==> src/rtl/sdram_arbit_mc.sv <==
// SDRAM command arbiter: gates traffic until init completes, gives refresh strict priority,
// round-robins NUM_CH client engines with sticky requests, and bounds each grant with a watchdog.
module sdram_arbit_mc #(
  parameter int NUM_CH   = 4,
  parameter int ADDR_W   = 13,
  parameter int BA_W     = 2,
  parameter int DQ_W     = 16,
  parameter int WDOG_CYC = 1024
) (
  input  logic                     sys_clk,
  input  logic                     sys_rst_n,
  input  logic                     init_end_i,
  input  logic [3:0]               init_cmd_i,
  input  logic [BA_W-1:0]          init_ba_i,
  input  logic [ADDR_W-1:0]        init_addr_i,
  input  logic                     aref_req_i,
  input  logic                     aref_end_i,
  input  logic [3:0]               aref_cmd_i,
  input  logic [BA_W-1:0]          aref_ba_i,
  input  logic [ADDR_W-1:0]        aref_addr_i,
  input  logic [NUM_CH-1:0]        ch_req_i,
  input  logic [NUM_CH-1:0]        ch_end_i,
  input  logic [4*NUM_CH-1:0]      ch_cmd_i,
  input  logic [BA_W*NUM_CH-1:0]   ch_ba_i,
  input  logic [ADDR_W*NUM_CH-1:0] ch_addr_i,
  input  logic [DQ_W*NUM_CH-1:0]   ch_data_i,
  input  logic [NUM_CH-1:0]        ch_dq_en_i,
  output logic                     aref_en_o,
  output logic [NUM_CH-1:0]        ch_en_o,
  output logic                     wdog_err_o,
  output logic                     sdram_cke_o,
  output logic                     sdram_cs_n_o,
  output logic                     sdram_ras_n_o,
  output logic                     sdram_cas_n_o,
  output logic                     sdram_we_n_o,
  output logic [BA_W-1:0]          sdram_ba_o,
  output logic [ADDR_W-1:0]        sdram_addr_o,
  output logic [DQ_W-1:0]          sdram_dq_o,
  output logic                     sdram_dq_oe_o
);

  localparam int CH_W = (NUM_CH > 1) ? $clog2(NUM_CH) : 1;
  localparam int WD_W = (WDOG_CYC > 2) ? $clog2(WDOG_CYC) : 1;
  localparam logic [WD_W-1:0] WD_LAST = WD_W'(WDOG_CYC - 1);
  localparam logic [CH_W-1:0] CH_LAST = CH_W'(NUM_CH - 1);
  localparam logic [3:0] CMD_NOP = 4'b0111;

  typedef enum logic [1:0] {S_INIT, S_IDLE, S_AREF, S_CH} state_t;

  state_t            state;
  logic [CH_W-1:0]   cur_ch;
  logic [CH_W-1:0]   rr_ptr;
  logic              aref_pend;
  logic [NUM_CH-1:0] ch_pend;
  logic [WD_W-1:0]   wdog_cnt;

  logic              aref_pend_nxt;
  logic [NUM_CH-1:0] ch_pend_nxt;
  logic              rr_found;
  logic [CH_W-1:0]   rr_sel;
  logic [CH_W-1:0]   rr_next;
  logic [CH_W:0]     rr_idx;
  logic              ch_done;
  logic              wdog_hit;

  logic [3:0]        sel_cmd;
  logic [BA_W-1:0]   sel_ba;
  logic [ADDR_W-1:0] sel_addr;
  logic [DQ_W-1:0]   sel_data;
  logic              sel_oe;

  // First pending channel at or after rr_ptr, wrapping at NUM_CH.
  always_comb begin
    rr_found = 1'b0;
    rr_sel   = '0;
    rr_idx   = '0;
    for (int i = 0; i < NUM_CH; i++) begin
      rr_idx = {1'b0, rr_ptr} + (CH_W+1)'(i);
      if (rr_idx >= (CH_W+1)'(NUM_CH)) rr_idx = rr_idx - (CH_W+1)'(NUM_CH);
      if (!rr_found && ch_pend[rr_idx[CH_W-1:0]]) begin
        rr_found = 1'b1;
        rr_sel   = rr_idx[CH_W-1:0];
      end
    end
  end

  assign rr_next = (rr_sel == CH_LAST) ? '0 : rr_sel + CH_W'(1);

  // Sticky request capture; the granted source's bit is dropped on grant entry.
  always_comb begin
    aref_pend_nxt = aref_pend | aref_req_i;
    ch_pend_nxt   = ch_pend | ch_req_i;
    if (state == S_INIT) begin
      aref_pend_nxt = 1'b0;
      ch_pend_nxt   = '0;
    end else if (state == S_IDLE) begin
      if (aref_pend) aref_pend_nxt = 1'b0;
      else if (rr_found) ch_pend_nxt[rr_sel] = 1'b0;
    end
  end

  assign ch_done  = ch_end_i[cur_ch];
  assign wdog_hit = (WDOG_CYC != 0) && (wdog_cnt == WD_LAST);

  assign sel_cmd  = ch_cmd_i[4*cur_ch +: 4];
  assign sel_ba   = ch_ba_i[BA_W*cur_ch +: BA_W];
  assign sel_addr = ch_addr_i[ADDR_W*cur_ch +: ADDR_W];
  assign sel_data = ch_data_i[DQ_W*cur_ch +: DQ_W];
  assign sel_oe   = ch_dq_en_i[cur_ch];

  always_ff @(posedge sys_clk) begin
    if (!sys_rst_n) begin
      state       <= S_INIT;
      cur_ch      <= '0;
      rr_ptr      <= '0;
      aref_pend   <= 1'b0;
      ch_pend     <= '0;
      wdog_cnt    <= '0;
      aref_en_o   <= 1'b0;
      ch_en_o     <= '0;
      wdog_err_o  <= 1'b0;
      sdram_cke_o <= 1'b0;
    end else begin
      sdram_cke_o <= 1'b1;
      wdog_err_o  <= 1'b0;
      aref_pend   <= aref_pend_nxt;
      ch_pend     <= ch_pend_nxt;
      case (state)
        S_INIT: begin
          if (init_end_i) state <= S_IDLE;
        end
        S_IDLE: begin
          if (aref_pend) begin
            state     <= S_AREF;
            aref_en_o <= 1'b1;
          end else if (rr_found) begin
            state    <= S_CH;
            cur_ch   <= rr_sel;
            ch_en_o  <= NUM_CH'(1) << rr_sel;
            rr_ptr   <= rr_next;
            wdog_cnt <= '0;
          end
        end
        S_AREF: begin
          if (aref_end_i) begin
            state     <= S_IDLE;
            aref_en_o <= 1'b0;
          end
        end
        S_CH: begin
          // A genuine end in the expiry cycle wins, so no error is flagged.
          if (ch_done || wdog_hit) begin
            state      <= S_IDLE;
            ch_en_o    <= '0;
            wdog_err_o <= !ch_done;
          end else begin
            wdog_cnt <= wdog_cnt + WD_W'(1);
          end
        end
        default: state <= S_INIT;
      endcase
    end
  end

  // Pins reflect the bus owned in the previous cycle.
  always_ff @(posedge sys_clk) begin
    if (!sys_rst_n) begin
      {sdram_cs_n_o, sdram_ras_n_o, sdram_cas_n_o, sdram_we_n_o} <= CMD_NOP;
      sdram_ba_o    <= '1;
      sdram_addr_o  <= '1;
      sdram_dq_o    <= '0;
      sdram_dq_oe_o <= 1'b0;
    end else begin
      case (state)
        S_INIT: begin
          {sdram_cs_n_o, sdram_ras_n_o, sdram_cas_n_o, sdram_we_n_o} <= init_cmd_i;
          sdram_ba_o    <= init_ba_i;
          sdram_addr_o  <= init_addr_i;
          sdram_dq_o    <= '0;
          sdram_dq_oe_o <= 1'b0;
        end
        S_AREF: begin
          {sdram_cs_n_o, sdram_ras_n_o, sdram_cas_n_o, sdram_we_n_o} <= aref_cmd_i;
          sdram_ba_o    <= aref_ba_i;
          sdram_addr_o  <= aref_addr_i;
          sdram_dq_o    <= '0;
          sdram_dq_oe_o <= 1'b0;
        end
        S_CH: begin
          {sdram_cs_n_o, sdram_ras_n_o, sdram_cas_n_o, sdram_we_n_o} <= sel_cmd;
          sdram_ba_o    <= sel_ba;
          sdram_addr_o  <= sel_addr;
          sdram_dq_o    <= sel_oe ? sel_data : '0;
          sdram_dq_oe_o <= sel_oe;
        end
        default: begin
          {sdram_cs_n_o, sdram_ras_n_o, sdram_cas_n_o, sdram_we_n_o} <= CMD_NOP;
          sdram_ba_o    <= '1;
          sdram_addr_o  <= '1;
          sdram_dq_o    <= '0;
          sdram_dq_oe_o <= 1'b0;
        end
      endcase
    end
  end

endmodule
==> config.mk <==
export PLATFORM = sky130hd
export DESIGN_NAME = sdram_arbit_mc
export DESIGN_NICKNAME = d
export VERILOG_FILES = /design/src/rtl/sdram_arbit_mc.sv
export SDC_FILE = /design/constraint.sdc
export NUM_CORES = 1
export LEC_CHECK = 0
export CORE_MARGIN = 4
export CORE_UTILIZATION = 36
export DETAILED_ROUTE_END_ITERATION = 10
export GPL_TIMING_DRIVEN = 0
export PLACE_DENSITY = 0.82
export SYNTH_ARGS = -nofsm -noshare
export SYNTH_HDL_FRONTEND = slang
export SYNTH_SLANG_ARGS = --single-unit
==> constraint.sdc <==
create_clock -name sys_clk -period 2.65 [get_ports sys_clk]
set_input_delay 0.53 -clock sys_clk [delete_from_list [all_inputs] [get_ports sys_clk]]
set_output_delay 0.53 -clock sys_clk [all_outputs]
set_load 0.05 [all_outputs]
Word-level counts from Yosys, hierarchy flattened

Cells that the tools add are included.

Flip-flop bits (word level): 64
Bits in latches: 0
RAM bits: 0
Memory bits (read-only): 0
Input bits: 195
Word-level logic and storage cells: 140
Memories: 0

Add/sub/neg operators: 9
$mul: 1
Divide/modulo/power cells: 0
$lt $le $gt $ge: 11
Eq/ne operators: 13
Shift-type cells: 5
Multiplexer cells: 56
Bitwise gates (word level): 6
Reductions and logical operators: 21

Operator list:

| operator                                                                      | number |
|---|---|
| 64-bit by 7-bit indexed part select with 16-bit output                        | 1 |
| 52-bit by 7-bit indexed part select with 13-bit output                        | 1 |
| 13-bit one-hot mux with 3 select lines                                        | 1 |
| 10-bit two-way mux                                                            | 3 |
| 2-bit two-way mux                                                             | 14 |
| 4-bit two-way mux                                                             | 6 |
| 10-bit one-hot mux with 2 select lines                                        | 1 |
| 2-bit by 3-bit less-than comparator with 1-bit output (second input constant) | 6 |
| 1-bit two-way mux                                                             | 16 |
| 16-bit by 5-bit indexed part select with 4-bit output                         | 1 |
| 2-bit inequality test (second input constant)                                 | 7 |
| 1-bit binary-select mux with 2-bit select                                     | 6 |
| 1-bit one-hot mux with 3 select lines                                         | 4 |
| 3-bit AND reduction                                                           | 4 |
| 4-bit AND reduction                                                           | 3 |
| 10-bit by 1-bit adder with 10-bit output (second input constant)              | 1 |
| 10-bit == test (second input constant)                                        | 1 |
| 3-bit >= comparator (second input constant)                                   | 3 |
| 2-bit one-hot mux with 4 select lines                                         | 1 |
| 4-bit one-hot mux with 2 select lines                                         | 1 |
| 8-bit by 4-bit indexed part select with 2-bit output                          | 1 |
| 2-bit by 1-bit subtractor with 2-bit output (second input constant)           | 4 |
| 2-bit by 2-bit adder with 3-bit output (second input constant)                | 2 |
| 2-bit == test (second input constant)                                         | 3 |
| 23 further kinds                                                              | 31 |

Logic depth before layout (Yosys ltp)

Word-level depth: 23
Depth in mapped cells: 7

Worst setup path before layout

OpenSTA, ideal clock, no wires.

Kind: input-to-reg
Start point: input port ch_end_i[3]
End point: register wdog_cnt[5]
Library setup time: 0.121 ns
Arrival time: 1.857 ns
Data required time: 2.529 ns
Slack: 0.671 ns
Cell stages on the path: 6
Path buffers: 1
Cells stage by stage: mux4_2 or2_1 buf_2 nor4_1 xnor2_1 nor2_1

Longest elaborated chain between the ends: 5

Ends and longest elaborated chain:

| what                                      | line | text |
|---|---|---|
| start, declared                           | 22   | `input logic [NUM_CH-1:0] ch_end_i,` |
| 1-bit binary-select mux with 2-bit select | 102  | `assign ch_done = ch_end_i[cur_ch];` |
| 1-bit two-way mux (implied by the code)   | 102  |  |
| 1-bit logical OR                          | 152  | `if (ch_done \|\| wdog_hit) begin` |
| 2-bit inequality test (no line)           | --   |  |
| 4-bit AND reduction (no line)             | --   |  |
| end signal, assigned                      | 157  | `wdog_cnt <= wdog_cnt + WD_W'(1);` |
| end, declared                             | 55   | `logic [WD_W-1:0] wdog_cnt;` |

Every way passes these cells. The select of a mux whose other input is x is not followed.
A chain may end at the register's enable or synchronous reset.

==> results.ini <==
[outcome]
status=finished, final reports clean

[pwr]
leakage_nw=2.21
peakVddDrop_mv=0.235
p_per_area_mw_per_mm2=434

[layout]
register_area_mm2=0.00128
insertedDiodeCount=0
syn2layout_area_growth_pct=79.0
fillerInstances=766
drive_gt1_share_pct=10.6
final_util_pct=66.5
final_area_mm2=0.00617
layout.nets=771
multiInputGateArea_mm2=0.00198

[synth]
post-synth-top-area-cell=dfxtp_1
syn_avg_cell_area_um2=10.7
syn_inst=323
ys_warn_count=0
synth_common_cells=dfxtp_1 (64), mux4_2 (37), inv_1 (26)
netlist_top_cells_area=dfxtp_1 (37%), mux4_2 (24%), mux2i_1 (5.2%)
syn_nets=523
syn_area_mm2=0.00345
synth_enable_flop_cells=0
ys_seq_area_share_pct=37.2
yosysUniqueCellTypes=40
synth.most_common_cell=dfxtp_1
synth-async-reset-ratio_pct=0
ys.flop_type=dfxtp_1
synth_top_cell_area_share_pct=37.2
ys_seq_elements=64

[clock_tree]
cts-root-buf=clkbuf_8
post_cts_buffers=0
clockBufferDepth=2
clkLatencyLatePin_ns=0.34
h-tree-depth=3
cts_tree=built
cts.sinks=64
cts_resized=0
cts_made_buffers=9
clkTransAtPathRegs_ns=0.07
cts_hold_buffers=0

[floorplan]
die_x_um=106
die_y_um=106
start_util_pct=37.1
core-area_mm2=0.00928
dieArea_mm2=0.0112
rows=35
ios=238

[drt]
vias=3569
drc_errors=0
firstDrtPassIters=4
antenna_left=0
wl_um=12600
viasPerCell=5.06
drt_iter0_drc=141
wl_per_cell_um=17.9

[sta]
setup_viol_count_final=0
fin_crit_sh_pct=89.6
fin_skew_ns=0.00982
drv_slew=0
hold_viol=0
worst_pin_slew_ns=0.776
fin_tns_setup_ns=0
whs_ns=0.467
finalCriticalPeriod_ns=2.37
rsz0062_at_grt=no
relSlewSlack_pct=48.3
fmax_mhz=421

[worst_hold_path]
min_path_type=reg2reg

[worst_setup_path]
end_kind=register
arrival_ns=2.57
setup.worst_path.end=sdram_addr_o[11]
reg2reg_slack_ns=0.51
rr_worst_depth=5
slowest_delay_ns=0.47
worstPathCellList=clkdlybuf4s50_1 > clkbuf_1 > clkinv_1 > nor2_2 > clkbuf_1 > a32oi_1
path_class=in2reg
r2r_start=cur_ch[0]
cp-startpoint=sys_rst_n
crit_slowest_cell=clkdlybuf4s50_1
worstPathMaxFanout=10
cp_common_cell=clkbuf_1
critPathRequiredTime_ns=2.84
rr_endpoint=sdram_dq_o[11]
startpoint_type=input port

[place]
io_buffers=237
place_congestion=0.894
place_hpwl_um=10500
placed_area_mm2=0.00598

[global_route]
grt_remaining_overflow=0
antenna_found_initial=0
grtUsageTotal_pct=22.0
grt_pass1_vias=3796
grt_pass1_wl_um=19100
grt_max_degree=12

[job]
cap_violations=0

-- through the flow --
stage                     worst slack, ns  total power [mW]  cells
after floorplan                     0.671              1.45    323
after global placement             -0.268              1.87    689
after detailed placement           -0.301              1.89    689
after CTS                          0.0602              2.70    705
after global routing               0.0329              2.80    705
final                               0.275              2.68    705
-- kinds of logic after synthesis --
kind of cell,synth area share (%)
AOI/OAI and AO/OA,10.2
adders and majority gates,1.82
DFF,37.2
xor gates and xnor gates,2.03
and+or+nand+nor,13.5
muxes,29.7
buffers and inverters,5.56
-- per-layer routing --
layer | GRT usage [%] | up-vias | wire, um
met1 | 24.2 | 1699 | 4480
met3 | 4.96 | 30 | 830
met4 | 8.14 | 0 | 389
met2 | 41.1 | 142 | 6890
met5 | 0 | - | 0
li1 | - | 1698 | -
-- flip-flops by register name, summed over array words and instances (netlist names) --
name and flops:
wdog_err_o 1, sdram_we_n_o 1, ch_en_o 4, sdram_dq_o 16, cur_ch 2, wdog_cnt 10, aref_en_o 1, rr_ptr 2
aref_pend 1, sdram_cke_o 1, sdram_ba_o 2, sdram_ras_n_o 1, state 2, sdram_cas_n_o 1, sdram_cs_n_o 1, sdram_dq_oe_o 1
sdram_addr_o 13, ch_pend 4
-- worst min path at each step --
stage | to | startpoint | cells after the start
6_report | ch_en_o[1] | ch_en_o[1] | 2
5_1_grt | ch_en_o[3] | ch_en_o[3] | 2
4_1_cts | rr_ptr[0] | rr_ptr[0] | 2
3_5_place_dp | rr_ptr[0] | rr_ptr[0] | 2
3_3_place_gp | rr_ptr[0] | rr_ptr[0] | 2
2_1_floorplan | rr_ptr[0] | rr_ptr[0] | 2
-- area by class of cell --
type / instances / share of cell area [%]
clock buffers: 10 / 2.07
flip-flops and latches: 64 / 20.8
multi-input cells: 210 / 32.0
plain buffers: 22 / 1.46
well taps: 129 / 2.62
repair buffers: 237 / 38.5
inverters: 27 / 1.64
clock inverters: 6 / 0.973
-- worst max-delay path, delay by kind of cell --
kind | cells | cell delay [ns]
buffers and inverters | 4 | 1.47
and+or+nand+nor | 1 | 0.43
AOI/OAI and AO/OA | 1 | 0.12
-- placed cells by master, fill, tap and decap left out, drive strengths merged, types with 2 or more instances in the layout --
master and instances:
mux4 37, nor3b 2, mux2i 18, a211oi 4, ha 5, clkbuf 25, nor3 3, dfxtp 64
a21oi 14, nand3 11, buf 7, clkdlybuf4s50 237, nor2b 16, clkinv 4, nor2 22, xor2 2
a32oi 18, nand2b 3, nand4 3, o21ai 9, nor4 3, or3 2, clkinvlp 2, xnor2 6
inv 26, nand2 18
-- power breakdown --
group | switching [mW] | internal [mW]
clock | 0.383 | 0.429
sequential | 0.0234 | 1.01
combinational | 0.371 | 0.462
(Power assumes the default switching activity.)
